`src/rtl/if_unit.sv`:
```
// Instruction-fetch stage with an IF/ID pipeline register.
// A four-state controller (IDLE, FETCH, HOLD, DRAIN) issues word-aligned
// reads to instruction memory and tolerates memory wait states. A one-entry
// hold buffer keeps a word that arrives while decode is stalled. Branch
// redirects take priority over stalls and completions. A redirect that lands
// mid-access lets the outstanding access drain at its original address
// before fetching resumes at the new PC.
module if_unit (
  input  logic        CLK,
  input  logic        RESET,
  input  logic        STALL,
  input  logic        BRANCH_SEL,
  input  logic [31:0] BRANCH_TARGET,
  input  logic [31:0] IMEM_READDATA,
  input  logic        IMEM_BUSYWAIT,
  output logic        IMEM_READ,
  output logic [31:0] IMEM_ADDRESS,
  output logic [31:0] INSTRUCTION_IFID,
  output logic [31:0] PC_IFID,
  output logic [31:0] PC_PLUS4_IFID,
  output logic        VALID_IFID
);

  typedef enum logic [1:0] {
    IDLE  = 2'd0,
    FETCH = 2'd1,
    HOLD  = 2'd2,
    DRAIN = 2'd3
  } state_t;

  // Canonical NOP (addi x0, x0, 0) used for bubbles.
  localparam logic [31:0] NOP_WORD = 32'h0000_0013;

  // Registered state
  state_t      state_r;
  logic [31:0] pc_r;
  logic [31:0] hold_instr_r;
  logic [31:0] hold_pc_r;
  logic        hold_full_r;
  logic        imem_read_r;
  logic [31:0] imem_address_r;
  logic [31:0] instr_ifid_r;
  logic [31:0] pc_ifid_r;
  logic [31:0] pc_plus4_ifid_r;
  logic        valid_ifid_r;

  // Next-state values
  state_t      state_s;
  logic [31:0] pc_s;
  logic [31:0] hold_instr_s;
  logic [31:0] hold_pc_s;
  logic        hold_full_s;
  logic        imem_read_s;
  logic [31:0] imem_address_s;
  logic [31:0] instr_ifid_s;
  logic [31:0] pc_ifid_s;
  logic [31:0] pc_plus4_ifid_s;
  logic        valid_ifid_s;

  logic [31:0] target_s;
  logic [31:0] pc_inc_s;

  assign target_s = {BRANCH_TARGET[31:2], 2'b00};
  assign pc_inc_s = pc_r + 32'd4;

  // Next-state, next-PC, hold-buffer and IF/ID computation.
  always_comb begin
    state_s         = state_r;
    pc_s            = pc_r;
    hold_instr_s    = hold_instr_r;
    hold_pc_s       = hold_pc_r;
    hold_full_s     = hold_full_r;
    instr_ifid_s    = instr_ifid_r;
    pc_ifid_s       = pc_ifid_r;
    pc_plus4_ifid_s = pc_plus4_ifid_r;
    valid_ifid_s    = valid_ifid_r;

    case (state_r)
      IDLE: begin
        state_s = FETCH;
        if (BRANCH_SEL) begin
          pc_s         = target_s;
          instr_ifid_s = NOP_WORD;
          valid_ifid_s = 1'b0;
          hold_full_s  = 1'b0;
        end else begin
          pc_s = pc_r;
        end
      end

      FETCH: begin
        if (BRANCH_SEL) begin
          // Redirect wins; any word completing now is dropped.
          pc_s         = target_s;
          instr_ifid_s = NOP_WORD;
          valid_ifid_s = 1'b0;
          hold_full_s  = 1'b0;
          if (IMEM_BUSYWAIT) begin
            state_s = DRAIN;
          end else begin
            state_s = FETCH;
          end
        end else if (!IMEM_BUSYWAIT) begin
          pc_s = pc_inc_s;
          if (!STALL) begin
            instr_ifid_s    = IMEM_READDATA;
            pc_ifid_s       = pc_r;
            pc_plus4_ifid_s = pc_inc_s;
            valid_ifid_s    = 1'b1;
          end else begin
            // Decode is busy: park the word until it can accept it.
            hold_instr_s = IMEM_READDATA;
            hold_pc_s    = pc_r;
            hold_full_s  = 1'b1;
            state_s      = HOLD;
          end
        end else if (!STALL) begin
          instr_ifid_s = NOP_WORD;
          valid_ifid_s = 1'b0;
        end else begin
          state_s = FETCH;
        end
      end

      HOLD: begin
        if (BRANCH_SEL) begin
          pc_s         = target_s;
          instr_ifid_s = NOP_WORD;
          valid_ifid_s = 1'b0;
          hold_full_s  = 1'b0;
          state_s      = FETCH;
        end else if (!STALL) begin
          if (hold_full_r) begin
            instr_ifid_s    = hold_instr_r;
            pc_ifid_s       = hold_pc_r;
            pc_plus4_ifid_s = hold_pc_r + 32'd4;
            valid_ifid_s    = 1'b1;
          end else begin
            instr_ifid_s = NOP_WORD;
            valid_ifid_s = 1'b0;
          end
          hold_full_s = 1'b0;
          state_s     = FETCH;
        end else begin
          state_s = HOLD;
        end
      end

      DRAIN: begin
        if (BRANCH_SEL) begin
          // Newest target replaces the pending one; access still draining.
          pc_s         = target_s;
          instr_ifid_s = NOP_WORD;
          valid_ifid_s = 1'b0;
          state_s      = DRAIN;
        end else begin
          if (!IMEM_BUSYWAIT) begin
            state_s = FETCH;
          end else begin
            state_s = DRAIN;
          end
          if (!STALL) begin
            instr_ifid_s = NOP_WORD;
            valid_ifid_s = 1'b0;
          end else begin
            valid_ifid_s = valid_ifid_r;
          end
        end
      end

      default: begin
        state_s = IDLE;
      end
    endcase

    // Memory interface follows the state being entered. DRAIN keeps the
    // address of the access that is still outstanding.
    imem_read_s = (state_s == FETCH) || (state_s == DRAIN);
    if (state_s == DRAIN) begin
      imem_address_s = imem_address_r;
    end else begin
      imem_address_s = pc_s;
    end
  end

  // Controller, PC, hold buffer, memory interface and IF/ID registers.
  always_ff @(posedge CLK) begin
    if (RESET) begin
      state_r         <= IDLE;
      pc_r            <= 32'h0000_0000;
      hold_instr_r    <= NOP_WORD;
      hold_pc_r       <= 32'h0000_0000;
      hold_full_r     <= 1'b0;
      imem_read_r     <= 1'b0;
      imem_address_r  <= 32'h0000_0000;
      instr_ifid_r    <= NOP_WORD;
      pc_ifid_r       <= 32'h0000_0000;
      pc_plus4_ifid_r <= 32'h0000_0004;
      valid_ifid_r    <= 1'b0;
    end else begin
      state_r         <= state_s;
      pc_r            <= pc_s;
      hold_instr_r    <= hold_instr_s;
      hold_pc_r       <= hold_pc_s;
      hold_full_r     <= hold_full_s;
      imem_read_r     <= imem_read_s;
      imem_address_r  <= imem_address_s;
      instr_ifid_r    <= instr_ifid_s;
      pc_ifid_r       <= pc_ifid_s;
      pc_plus4_ifid_r <= pc_plus4_ifid_s;
      valid_ifid_r    <= valid_ifid_s;
    end
  end

  assign IMEM_READ        = imem_read_r;
  assign IMEM_ADDRESS     = {imem_address_r[31:2], 2'b00};
  assign INSTRUCTION_IFID = instr_ifid_r;
  assign PC_IFID          = pc_ifid_r;
  assign PC_PLUS4_IFID    = pc_plus4_ifid_r;
  assign VALID_IFID       = valid_ifid_r;

endmodule

```
`config.mk`:
```
export PLATFORM = sky130hd
export DESIGN_NAME = if_unit
export DESIGN_NICKNAME = d
export VERILOG_FILES = /design/src/rtl/if_unit.sv
export SDC_FILE = /design/constraint.sdc
export NUM_CORES = 1
export LEC_CHECK = 0
export CORE_UTILIZATION = 49
export CTS_BUF_LIST = sky130_fd_sc_hd__clkbuf_8
export CTS_CLUSTER_SIZE = 25
export DETAILED_ROUTE_END_ITERATION = 7
export HOLD_SLACK_MARGIN = 0.1
export PLACE_DENSITY = 0.8
export SLEW_MARGIN = 10
export SYNTH_ARGS = -nofsm -noshare
export SYNTH_HDL_FRONTEND = slang
export SYNTH_SLANG_ARGS = --single-unit
```
`constraint.sdc`:
```
create_clock -name CLK -period 2.4 [get_ports CLK]
set_clock_uncertainty 0.2 [all_clocks]
set_input_delay 0.6 -clock CLK [delete_from_list [all_inputs] [get_ports CLK]]
set_output_delay 0.6 -clock CLK [all_outputs]
set_load 0.03 [all_outputs]
```
==> flow_summary_export.csv <==
group,metric,value,unit
run_status,outcome,"finished clean",
power_and_ir_drop,pwr-share-seq,47.9,%
floorplanning,die_w,149,µm
clocking,tritoncts,"done",
detailed_routing,wl,31.0,mm
floorplanning,io_pins,199,
cells_and_area,antenna_cells,0,
worst_setup_path,cp_cell_sequence,"clkdlybuf4s50_1",
cells_and_area,finalNetCount,1600,
detailed_routing,drt_iter0_markers,847,
placed_design,port_buffers,194,
global_route,grt_max_degree,58,
clocking,clock_latency,0.53,ns
power_and_ir_drop,p_per_area,587,nW/µm²
clocking,htree_levels,2,
yosys,synth_enable_flop_cells,0,
sta,grt_setup_unrepaired,"yes",
yosys,yosys.area.top_type_share,42.5,%
detailed_routing,drcViolationCount,0,
power_and_ir_drop,power.switching,2.27,mW
sta,slew_violations,0,
worst_setup_path,cp_top_family,"buffers and inverters",
detailed_routing,vias,10264,
worst_setup_path,cp_slowest_stage_delay,0.69,ns
detailed_routing,drt_first_pass_iters,5,
worst_setup_path,path_max_fanout,2,
sta,holdWs,0.221,ns
yosys,synth_top_area_cell,"dfxtp_1",
worst_setup_path,crit_path_end_kind,"output pin",
floorplanning,start_util,50.0,%
yosys,async_flop_share,0,%
placed_design,routabilityCongestion,0.946,
sta,fmax,421,MHz
cells_and_area,layout-drive-gt1-share,12.8,%
clocking,hold_buffers,0,
worst_setup_path,path_class,"flop to output pin",
min_path,hold_path_class,"input port to flop",
worst_setup_path,cp.required,1.60,ns
floorplanning,rows,53,
worst_setup_path,critPathLaunchType,"flop",
clocking,cts_root_buf,"clkbuf_8",
clocking,ctsLongestPathBuffers,3,
yosys,syn_area,10600,µm²
worst_setup_path,arrival,1.58,ns
clocking,post_cts_buffers,0,
sta,finalCritPeriodShare,99.0,%
run,maxCapViolations,0,
detailed_routing,wl_per_cell,17.0,µm
yosys,yosys_warnings,0,
global_route,antenna_found_initial,0,
power_and_ir_drop,combPwrFrac,14.8,%
yosys,synth_area_leaders,"dfxtp_1 (42%), nand2_1 (9.9%), nor2_1 (4.7%)",
detailed_routing,drtAntennaViolNets,0,
yosys,ys_seq_area_share,42.5,%
power_and_ir_drop,p_leak,5.44,nW
yosys,ys_seq_elements,224,
global_route,grt_pass1_vias,9601,
global_route,grt_util_all_layers,27.5,%
yosys,synth.distinct_cells,67,
yosys,synthCells,1305,
cells_and_area,n_fill_cell,1700,
global_route,grt_overflow,0,
cells_and_area,area_growth,32.9,%
worst_setup_path,cpMaxStageDelayCell,"clkdlybuf4s50_1",
sta,max-slew-margin-rel,63.0,%
yosys,syn_avg_cell_area,8.09,µm²
placed_design,dpl.hpwl,22.0,mm
cells_and_area,ff_latch_area,4490,µm²
floorplanning,core,21100,µm²
sta,finalSetupViolCount,0,
cells_and_area,fin_util,66.5,%
power_and_ir_drop,internal_power,5.97,mW
sta,hold_viol,0,
cells_and_area,multi_input_area,5520,µm²
yosys,synthFlopType,"dfxtp_1",
power_and_ir_drop,finalPower,8.24,mW
sta,tightest_slew,0.553,ns
power_and_ir_drop,ir_worst_vdd,0.000407,V
floorplanning,die_h,149,µm
global_route,grt_first_pass_wirelength,49.1,mm
power_and_ir_drop,pwr-share-clk,37.3,%
power_and_ir_drop,swShare,27.5,%
detailed_routing,via_per_inst,5.62,
clocking,clock-sinks,224,
floorplanning,dieArea,22100,µm²
clocking,path_clk_slew,0.06,ns
clocking,cts_inserted_buffers,37,
sta,min_period,2.38,ns
worst_setup_path,path_buf_inv,1,
sequential cells by signal, indices dropped and copies added, names as in the netlist:
name              count
state_r               1
imem_address_r       30
hold_full_r           1
hold_instr_r         32
INSTRUCTION_IFID     32
PC_IFID              32
pc_r                 32
hold_pc_r            32
PC_PLUS4_IFID        30
VALID_IFID            1
IMEM_READ             1
metal layers:
| layer | GRT usage [%] | part of all wire (%) | vias to the layer above | wire [µm] |
|---|---|---|---|---|
| li1 | - | - | 4939 | - |
| met1 | 37.5 | 44 | 4810 | 13600 |
| met2 | 41.7 | 44 | 439 | 13700 |
| met3 | 6.21 | 8.9 | 76 | 2750 |
| met4 | 11.5 | 3.3 | 0 | 1020 |
| met5 | 0 | 0 | - | 0 |
kinds of logic (layout without fill, tap and decap cells):
| family | count (synthesis) | count (layout) | share of synthesized area [%] |
|---|---|---|---|
| AOI/OAI and AO/OA | 274 | 274 | 17.5 |
| adders and majority gates | 3 | 3 | 0.332 |
| DFF | 224 | 224 | 42.5 |
| and+or+nand+nor | 590 | 590 | 26.1 |
| xor gates and xnor gates | 79 | 79 | 6.56 |
| buffers and inverters | 126 | 370 | 6.20 |
| other | 1 | 2 | 0.0355 |
| muxes | 8 | 8 | 0.759 |
power by group through the flow:
stage | combinational [mW] | clock, mW | sequential [mW]
floorplan | 0.545 | 0 | 4.15
global placement | 1.19 | 0 | 4.02
detailed placement | 1.21 | 0 | 4.02
CTS | 1.21 | 3.12 | 3.94
global route | 1.30 | 3.28 | 3.96
finish | 1.22 | 3.07 | 3.95
final timing paths:
kind	slack, ns	endpoint	start	cells after the start
setup / recovery	0.02	PC_PLUS4_IFID[10]	PC_PLUS4_IFID[10]$_SDFFE_PP0P_	1
hold / removal	0.22	pc_r[22]$_SDFF_PP0_	RESET	2
setup reg to reg	0.07	imem_address_r[29]$_SDFFE_PP0P_	pc_r[5]$_SDFF_PP0_	7
hold reg to reg	0.25	imem_address_r[2]$_SDFFE_PP0P_	imem_address_r[2]$_SDFFE_PP0P_	2
metrics by stage:
step,std cells,setup TNS [ns],setup slack [ns],instance area [µm²]
after global placement,1765,-57.00,-0.494,13300
final,1825,0,0.0243,14000
after detailed placement,1765,-64.59,-0.538,13300
after CTS,1825,0,0.00225,13900
after floorplan,1306,0,0.0184,10600
after global routing,1825,-0.0578,-0.0443,14000
synthesized netlist by cell type (3+ instances only):
master,n
a311oi_1,33
clkbuf_8,13
o41ai_1,10
and3_1,8
nand2b_1,7
and2_1,8
nand4_1,24
or3_1,6
buf_1,11
clkbuf_1,79
or2_2,3
a32o_1,3
nor2_1,132
inv_1,6
a22oi_1,31
xnor2_1,53
o211ai_1,7
nor4_1,5
nor3_1,27
nand3b_1,22
nor2b_1,20
mux2i_1,8
a21oi_1,95
xor2_1,26
o21ai_0,37
buf_2,9
a211oi_1,5
nand2_1,277
dfxtp_1,224
nand3_1,24
o21a_1,4
nor3b_1,4
and4_2,3
a2bb2oi_1,29
o22ai_1,3
buf_4,5
and4_1,5
cell type report:
type	instances	share of cell area [%]
sequential	224	32.0
inverter	6	0.161
timing repair buffer	304	21.3
multi-input combinational	956	39.4
clock buffer	42	4.12
clock inverter	18	0.562
tap	275	2.45
cell usage in the layout (no fill, tap or decap), types with 5 or more instances in the layout:
cell type        count
buf_4               93
nor3_1              26
and2_1               7
nand2_1            276
and4_1               5
o41ai_1              7
a22oi_1             31
a2bb2oi_1           29
nand3b_1            22
nand4_1             24
dlymetal6s2s_1      22
a211oi_1             5
nor2_1             130
clkbuf_8            42
clkdlybuf4s50_1    153
o21ai_0             37
xor2_1              26
and3_1               8
mux2i_1              8
nand2b_1             7
buf_12              15
xnor2_1             53
dlygate4sd2_1       17
a311oi_1            32
dfxtp_1            223
nand3_1             24
inv_1               19
a21oi_1             95
nor2b_1             19
or3_1                6
o211ai_1             7
timing repair:
action,4_1_cts,5_1_grt
pin swaps,1,5
resized for setup,17,37
endpoints found under the setup margin,18,65
Note: power is estimated with default switching activity, not from simulation.
